File: config.mk
export PLATFORM = sky130hd
export DESIGN_NAME = layer_sequencer_flat
export DESIGN_NICKNAME = d
export VERILOG_FILES = /design/src/rtl/layer_sequencer_if.sv /design/src/rtl/layer_sequencer.sv /design/src/flat_wrapper.sv
export SDC_FILE = /design/constraint.sdc
export NUM_CORES = 1
export LEC_CHECK = 0
export BUFFER_PORTS_ARGS = -buffer_cell sky130_fd_sc_hd__buf_2
export CORE_MARGIN = 4
export CORE_UTILIZATION = 53
export DETAILED_ROUTE_END_ITERATION = 16
export GPL_TIMING_DRIVEN = 1
export PLACE_DENSITY = 0.76
export SYNTH_ARGS = -nofsm -noshare
export SYNTH_HDL_FRONTEND = slang
export SYNTH_SLANG_ARGS = --single-unit
File: constraint.sdc
create_clock -name clk -period 2.1 [get_ports clk]
set_input_delay 0.21 -clock clk [delete_from_list [all_inputs] [get_ports clk]]
set_output_delay 0.21 -clock clk [all_outputs]
set_load 0.01 [all_outputs]
File: src/rtl/layer_sequencer_if.sv
`default_nettype none
// ============================================================================
// layer_sequencer_if
// Engine-select handshake between the layer sequencer and the computation
// controller: comp_sel/eng_start forward, eng_done back.
// Revision: 1.0
// ============================================================================
interface layer_sequencer_if;
  logic [2:0] comp_sel;
  logic       eng_start;
  logic       eng_done;

  modport master (
    output comp_sel,
    output eng_start,
    input  eng_done
  );

  modport slave (
    input  comp_sel,
    input  eng_start,
    output eng_done
  );
endinterface
`default_nettype wire

File: src/rtl/layer_sequencer.sv
`default_nettype none
// ============================================================================
// layer_sequencer
// Walks a programmed layer list, launches one engine per layer and reports
// progress and completion to the host.
// Revision: 1.0
// ============================================================================
module layer_sequencer #(
  parameter int MAX_LAYERS = 16,
  parameter int IDX_W      = 4
) (
  input  wire logic             clk,
  input  wire logic             rst,
  input  wire logic             start,
  input  wire logic             abort,
  input  wire logic [IDX_W:0]   num_layers,
  output logic      [IDX_W-1:0] layer_idx,
  input  wire logic [2:0]       layer_type,
  output logic                  buf_swap,
  output logic                  busy,
  output logic                  run_done,
  output logic                  err,
  layer_sequencer_if.master     eng
);

  localparam logic [IDX_W:0]   C_MAX     = (IDX_W+1)'(MAX_LAYERS);
  localparam logic [IDX_W:0]   C_CNT_ONE = (IDX_W+1)'(1);
  localparam logic [IDX_W-1:0] C_IDX_ONE = IDX_W'(1);
  localparam logic [2:0]       C_SEL_NONE = 3'b000;

  typedef enum logic [2:0] {
    S_IDLE   = 3'd0,
    S_FETCH  = 3'd1,
    S_LAUNCH = 3'd2,
    S_RUN    = 3'd3,
    S_NEXT   = 3'd4,
    S_ERR    = 3'd5
  } state_t;

  state_t           r_state,     w_state_d;
  logic [IDX_W-1:0] r_idx,       w_idx_d;
  logic [IDX_W:0]   r_count,     w_count_d;
  logic [2:0]       r_type,      w_type_d;
  logic             r_swap,      w_swap_d;
  logic             r_err,       w_err_d;
  logic             r_run_done,  w_run_done_d;
  logic [2:0]       r_comp_sel,  w_comp_sel_d;
  logic             r_eng_start, w_eng_start_d;
  logic             r_busy,      w_busy_d;
  logic             w_last;
  logic             w_type_ok;

  // Compare at IDX_W+1 bits so that a count of exactly MAX_LAYERS is reachable.
  assign w_last    = ({1'b0, r_idx} == (r_count - C_CNT_ONE));
  assign w_type_ok = (layer_type == 3'b001) || (layer_type == 3'b010) ||
                     (layer_type == 3'b011);

  always_comb begin
    w_state_d    = r_state;
    w_idx_d      = r_idx;
    w_count_d    = r_count;
    w_type_d     = r_type;
    w_swap_d     = r_swap;
    w_err_d      = r_err;
    w_run_done_d = 1'b0;

    if (abort) begin
      w_state_d = S_IDLE;
    end else begin
      case (r_state)
        S_IDLE: begin
          if (start) begin
            if (num_layers == '0) begin
              w_run_done_d = 1'b1;
            end else if (num_layers > C_MAX) begin
              w_err_d   = 1'b1;
              w_state_d = S_ERR;
            end else begin
              w_count_d = num_layers;
              w_idx_d   = '0;
              w_swap_d  = 1'b0;
              w_err_d   = 1'b0;
              w_state_d = S_FETCH;
            end
          end
        end
        S_FETCH: begin
          w_type_d = layer_type;
          if (w_type_ok) begin
            w_state_d = S_LAUNCH;
          end else begin
            w_err_d   = 1'b1;
            w_state_d = S_ERR;
          end
        end
        S_LAUNCH: begin
          w_state_d = S_RUN;
        end
        S_RUN: begin
          if (eng.eng_done) begin
            w_state_d = S_NEXT;
          end
        end
        S_NEXT: begin
          if (w_last) begin
            w_run_done_d = 1'b1;
            w_state_d    = S_IDLE;
          end else begin
            w_idx_d   = r_idx + C_IDX_ONE;
            w_swap_d  = ~r_swap;
            w_state_d = S_FETCH;
          end
        end
        S_ERR: begin
          w_state_d = S_ERR;
        end
        default: begin
          w_state_d = S_IDLE;
        end
      endcase
    end

    // Outputs are registered, so they are derived from the upcoming state.
    w_comp_sel_d  = ((w_state_d == S_LAUNCH) || (w_state_d == S_RUN)) ? w_type_d : C_SEL_NONE;
    w_eng_start_d = (w_state_d == S_LAUNCH);
    w_busy_d      = (w_state_d != S_IDLE);
  end

  always_ff @(posedge clk or negedge rst) begin
    if (!rst) begin
      r_state     <= S_IDLE;
      r_idx       <= '0;
      r_count     <= '0;
      r_type      <= C_SEL_NONE;
      r_swap      <= 1'b0;
      r_err       <= 1'b0;
      r_run_done  <= 1'b0;
      r_comp_sel  <= C_SEL_NONE;
      r_eng_start <= 1'b0;
      r_busy      <= 1'b0;
    end else begin
      r_state     <= w_state_d;
      r_idx       <= w_idx_d;
      r_count     <= w_count_d;
      r_type      <= w_type_d;
      r_swap      <= w_swap_d;
      r_err       <= w_err_d;
      r_run_done  <= w_run_done_d;
      r_comp_sel  <= w_comp_sel_d;
      r_eng_start <= w_eng_start_d;
      r_busy      <= w_busy_d;
    end
  end

  assign layer_idx     = r_idx;
  assign buf_swap      = r_swap;
  assign busy          = r_busy;
  assign run_done      = r_run_done;
  assign err           = r_err;
  assign eng.comp_sel  = r_comp_sel;
  assign eng.eng_start = r_eng_start;

endmodule
`default_nettype wire

File: src/flat_wrapper.sv
// flat-port wrapper written by rule: the top's interface ports become plain ports
module layer_sequencer_flat 
#(
  parameter int MAX_LAYERS = 16,
  parameter int IDX_W      = 4
)
  (clk, rst, start, abort, num_layers, layer_idx, layer_type, buf_swap, busy, run_done, err, eng_comp_sel, eng_eng_start, eng_eng_done);
  layer_sequencer_if eng_i ();
  input  wire logic clk;
  input  wire logic rst;
  input  wire logic start;
  input  wire logic abort;
  input  wire logic [IDX_W:0] num_layers;
  output logic      [IDX_W-1:0] layer_idx;
  input  wire logic [2:0] layer_type;
  output logic buf_swap;
  output logic busy;
  output logic run_done;
  output logic err;
  output wire logic [$bits(eng_i.comp_sel)-1:0] eng_comp_sel;
  output wire logic [$bits(eng_i.eng_start)-1:0] eng_eng_start;
  input wire logic [$bits(eng_i.eng_done)-1:0] eng_eng_done;
  assign eng_comp_sel = eng_i.comp_sel;
  assign eng_eng_start = eng_i.eng_start;
  assign eng_i.eng_done = eng_eng_done;
  layer_sequencer #(.MAX_LAYERS(MAX_LAYERS), .IDX_W(IDX_W)) u_core (.clk(clk), .rst(rst), .start(start), .abort(abort), .num_layers(num_layers), .layer_idx(layer_idx), .layer_type(layer_type), .buf_swap(buf_swap), .busy(busy), .run_done(run_done), .err(err), .eng(eng_i));
endmodule
==> results by group <==
Finish
  • Most common cell after layout, fill and taps aside: buf_2
  • Cell Count, Final, Fillers Out: between 150 and 200
  • Fillcell total: 190
  • Commonest cells after routing, fill and taps aside: buf_2, dfrtp_1, buf_4
  • ANT cells: 0
  • Nets: 170
  • Share of layout cells above drive strength 1: approximately 33%
  • Area Overhead vs Synth: 21.4%
  • Final core occ: between 60% and 70%

STA
  • Final setup TNS: 0 ns
  • RSZ-0062 raised after global routing: true
  • Final Max Slew Viols: 0
  • FMAX: roughly 0.5 GHz
  • Worst Max-Slew Pin Slew: 0.492 ns
  • Worst Skew: between 0.008 and 0.009 ns
  • Final setup margin: between 0.1 and 0.15 ns
  • Slew HR: around two thirds
  • Final min period: 1.96 ns
  • Hold Violations, Final: 0
  • Setup-failing EPs final: 0
  • Period utilisation layout: 93.1%

Synthesis
  • Yosys cell types: 36
  • Simple-gate share of the synthesized area: about a fifth
  • Post-Syn Instances: 115
  • Main combinational cell family by area after synthesis: simple AND/OR/NAND/NOR gates
  • Avg Cell Area, Syn: ~11 sq um
  • Synth Area in Adders: under 10%
  • Multiplexer share of the synthesized area: slightly above 8%
  • Post-Synth XOR/XNOR Area: around 3.6%
  • Synthesized area: around 0.0012 sq mm
  • Sequential area share after synthesis: a little under half
  • Register bit total from synthesis: 23
  • Synth async-reset ratio: 100%
  • Ys flop type: dfrtp_1
  • Synth Area in Compound Gates: 14.1%
  • Post-synth EDFFs: 0
  • Synth Net Count: roughly 130
  • YS warnings: 0

Critical path
  • WS Path Type: flop to flop
  • Setup crit start kind: flop
  • CP max-delay cell: a2111oi_4
  • Cell Chain, Critical Path: inv_1, ha_2, nand4b_1, a21o_1, a2111oi_4, buf_4, o2111ai_1, nand3_1
  • CP endpoint kind: flop
  • Peak per-stage delay on the critical path: 0.48 ns
  • Data arrival, critical path: between 2 and 2.5 ns
  • Worst EP required: between 2 and 2.5 ns
  • Worst Path Max Fanout: 7

Drt
  • Vias post-DR: 990
  • DRC errors left: 0
  • Routed length per instance: around 13 um
  • Antenna Nets Post-Route: 0
  • Mean number of vias per cell: 5.50
  • Final Routed Wirelength: roughly 2400 um
  • Initial DRC count: 20
  • DR pass1 iterations: 4

Place
  • Global placer's final weighted congestion: just under 0.8
  • Dpl hpwl: approximately 1900 um
  • Placed Cells: 174
  • Place WS: -0.0865 ns
  • Port-buffer cells: 24

Clock tree
  • CTS Buf Count: 3
  • Clk slew on worst S/H paths: about 0.13 ns
  • Clk_lat worst skew: between 0.3 and 0.4 ns
  • CTS Sinks: 23
  • CTS max path bufs: 2
  • H-tree levels: 1
  • CTS tree: done
  • Root Buffer: clkbuf_4

Global routing
  • Largest net degree at the start of global routing: 24
  • Vias in the first global route: between 1k and 1.5k
  • Total track usage: about 17%
  • First-pass GRT wire length: 4330 um
  • Gr ovfl total: 0
  • Initial antenna violation count: 0

Outcome
  • Outcome: completed

Floorplanning
  • Starting Density: a little under three fifths
  • IO Count: 25
  • Die height: ~56 um
  • Core footprint: around 0.0022 sq mm
  • Die ar.: about 0.0031 sq mm
  • Die width: about 56 um
  • FP Rows: 17

Pwr
  • VDD IR-drop max: between 600 and 700 uV
  • Static leakage: approximately 0.0007 uW
  • Cell Pwr Density: between 1000 and 1500 mW/mm^2

Flow run
  • Max-Cap Viols: 0

Min path
  • Min-delay worst type: input pin to flop
==> logic make-up after synthesis <==
logic type      count (synthesis)
xor+xnor                        5
simple gates                   41
buf+inv                        12
flops                          23
mux                             9
fa+ha+maj                       4
compound gates                 21
==> path summary, 6_finish.rpt <==
check                                 endpoint  slack (ns)               from  depth (start not counted)
max reg2reg                u_core.layer_idx[2]        0.14  u_core.r_count[0]                          8
max in group asynchronous  u_core.layer_idx[3]        1.39                rst                          2
min                          u_core.r_count[2]        0.13      num_layers[2]                          2
min reg2reg                    u_core.buf_swap        0.48    u_core.buf_swap                          1
min in group asynchronous    u_core.r_count[2]        0.37                rst                          2
max                        u_core.layer_idx[2]        0.14  u_core.r_count[0]                          8
==> routing by layer <==
layer | GRT usage (%) | routed length [um] | part of all wire, %
met3 | 2.55 | 82 | 3.4
met1 | 20.4 | 1040 | 43
met5 | 0 | 0 | 0
met4 | 8.47 | 42 | 1.7
met2 | 30.1 | 1260 | 52
==> critical path, delay by kind of cell (launching register included) <==
kind	cells	cell delay (ns)
compound gates	3	0.82
flops	1	0.40
buf+inv	2	0.25
simple gates	2	0.22
fa+ha+maj	1	0.19
==> final cells by class <==
| type | instances | area (sq um) | share of cell area, % |
|---|---|---|---|
| Multi-Input combinational cell | 80 | 599 | 40.4 |
| Sequential cell | 23 | 576 | 38.8 |
| Timing Repair Buffer | 36 | 213 | 14.3 |
| Tap cell | 28 | 35.0 | 2.36 |
| Inverter | 9 | 33.8 | 2.28 |
| Clock buffer | 3 | 22.5 | 1.52 |
| Clock inverter | 1 | 5.00 | 0.337 |
==> synth_stat cells, types with 2 or more instances <==
master | n | area [sq um]
ha_1 | 4 | 50.1
nand2_1 | 6 | 22.5
mux2_2 | 7 | 78.8
dfrtp_1 | 23 | 576
xnor2_1 | 5 | 43.8
o21ai_0 | 3 | 15.0
o2111ai_1 | 2 | 17.5
nand4b_1 | 2 | 17.5
or4b_1 | 2 | 20.0
nor3_1 | 4 | 20.0
inv_1 | 9 | 33.8
a22oi_1 | 2 | 15.0
a31oi_1 | 3 | 18.8
nand2b_1 | 2 | 12.5
nand3_1 | 4 | 20.0
a21o_1 | 2 | 15.0
a21oi_1 | 3 | 15.0
mux2i_1 | 2 | 20.0
nor2_1 | 9 | 33.8
nor2b_1 | 5 | 31.3
==> sequential cells by signal (all words and copies together) (netlist names) <==
signal	flops
u_core.buf_swap	1
u_core.busy	1
u_core.eng.comp_sel	3
u_core.eng.eng_start	1
u_core.err	1
u_core.layer_idx	4
u_core.r_count	5
u_core.r_state	3
u_core.r_type	3
u_core.run_done	1
==> where the power goes <==
group / internal (uW) / total (uW) / switching (uW)
Clock: 71.2 / 204 / 133
Combinational: 330 / 632 / 302
Sequential: 563 / 681 / 118
==> timing repair <==
item | 4_1_cts | 5_1_grt
hold buffers | 1 | 0
setup endpoints to repair | 0 | 3
gates resized for setup | 0 | 1
buffers inserted | 0 | 1
hold endpoints to repair | 23 | 0
==> through the flow <==
| step | power (uW) | hold WS [ns] | instance area (sq um) |
|---|---|---|---|
| 2_1_floorplan | 1110 | -0.0856 | 1220 |
| 3_3_place_gp | 1280 | 0.209 | 1440 |
| 3_5_place_dp | 1310 | 0.205 | 1440 |
| 4_1_cts | 1520 | 0.125 | 1470 |
| 5_1_grt | 1630 | 0.132 | 1480 |
| 6_report | 1520 | 0.131 | 1480 |
(Power assumes the default switching activity.)
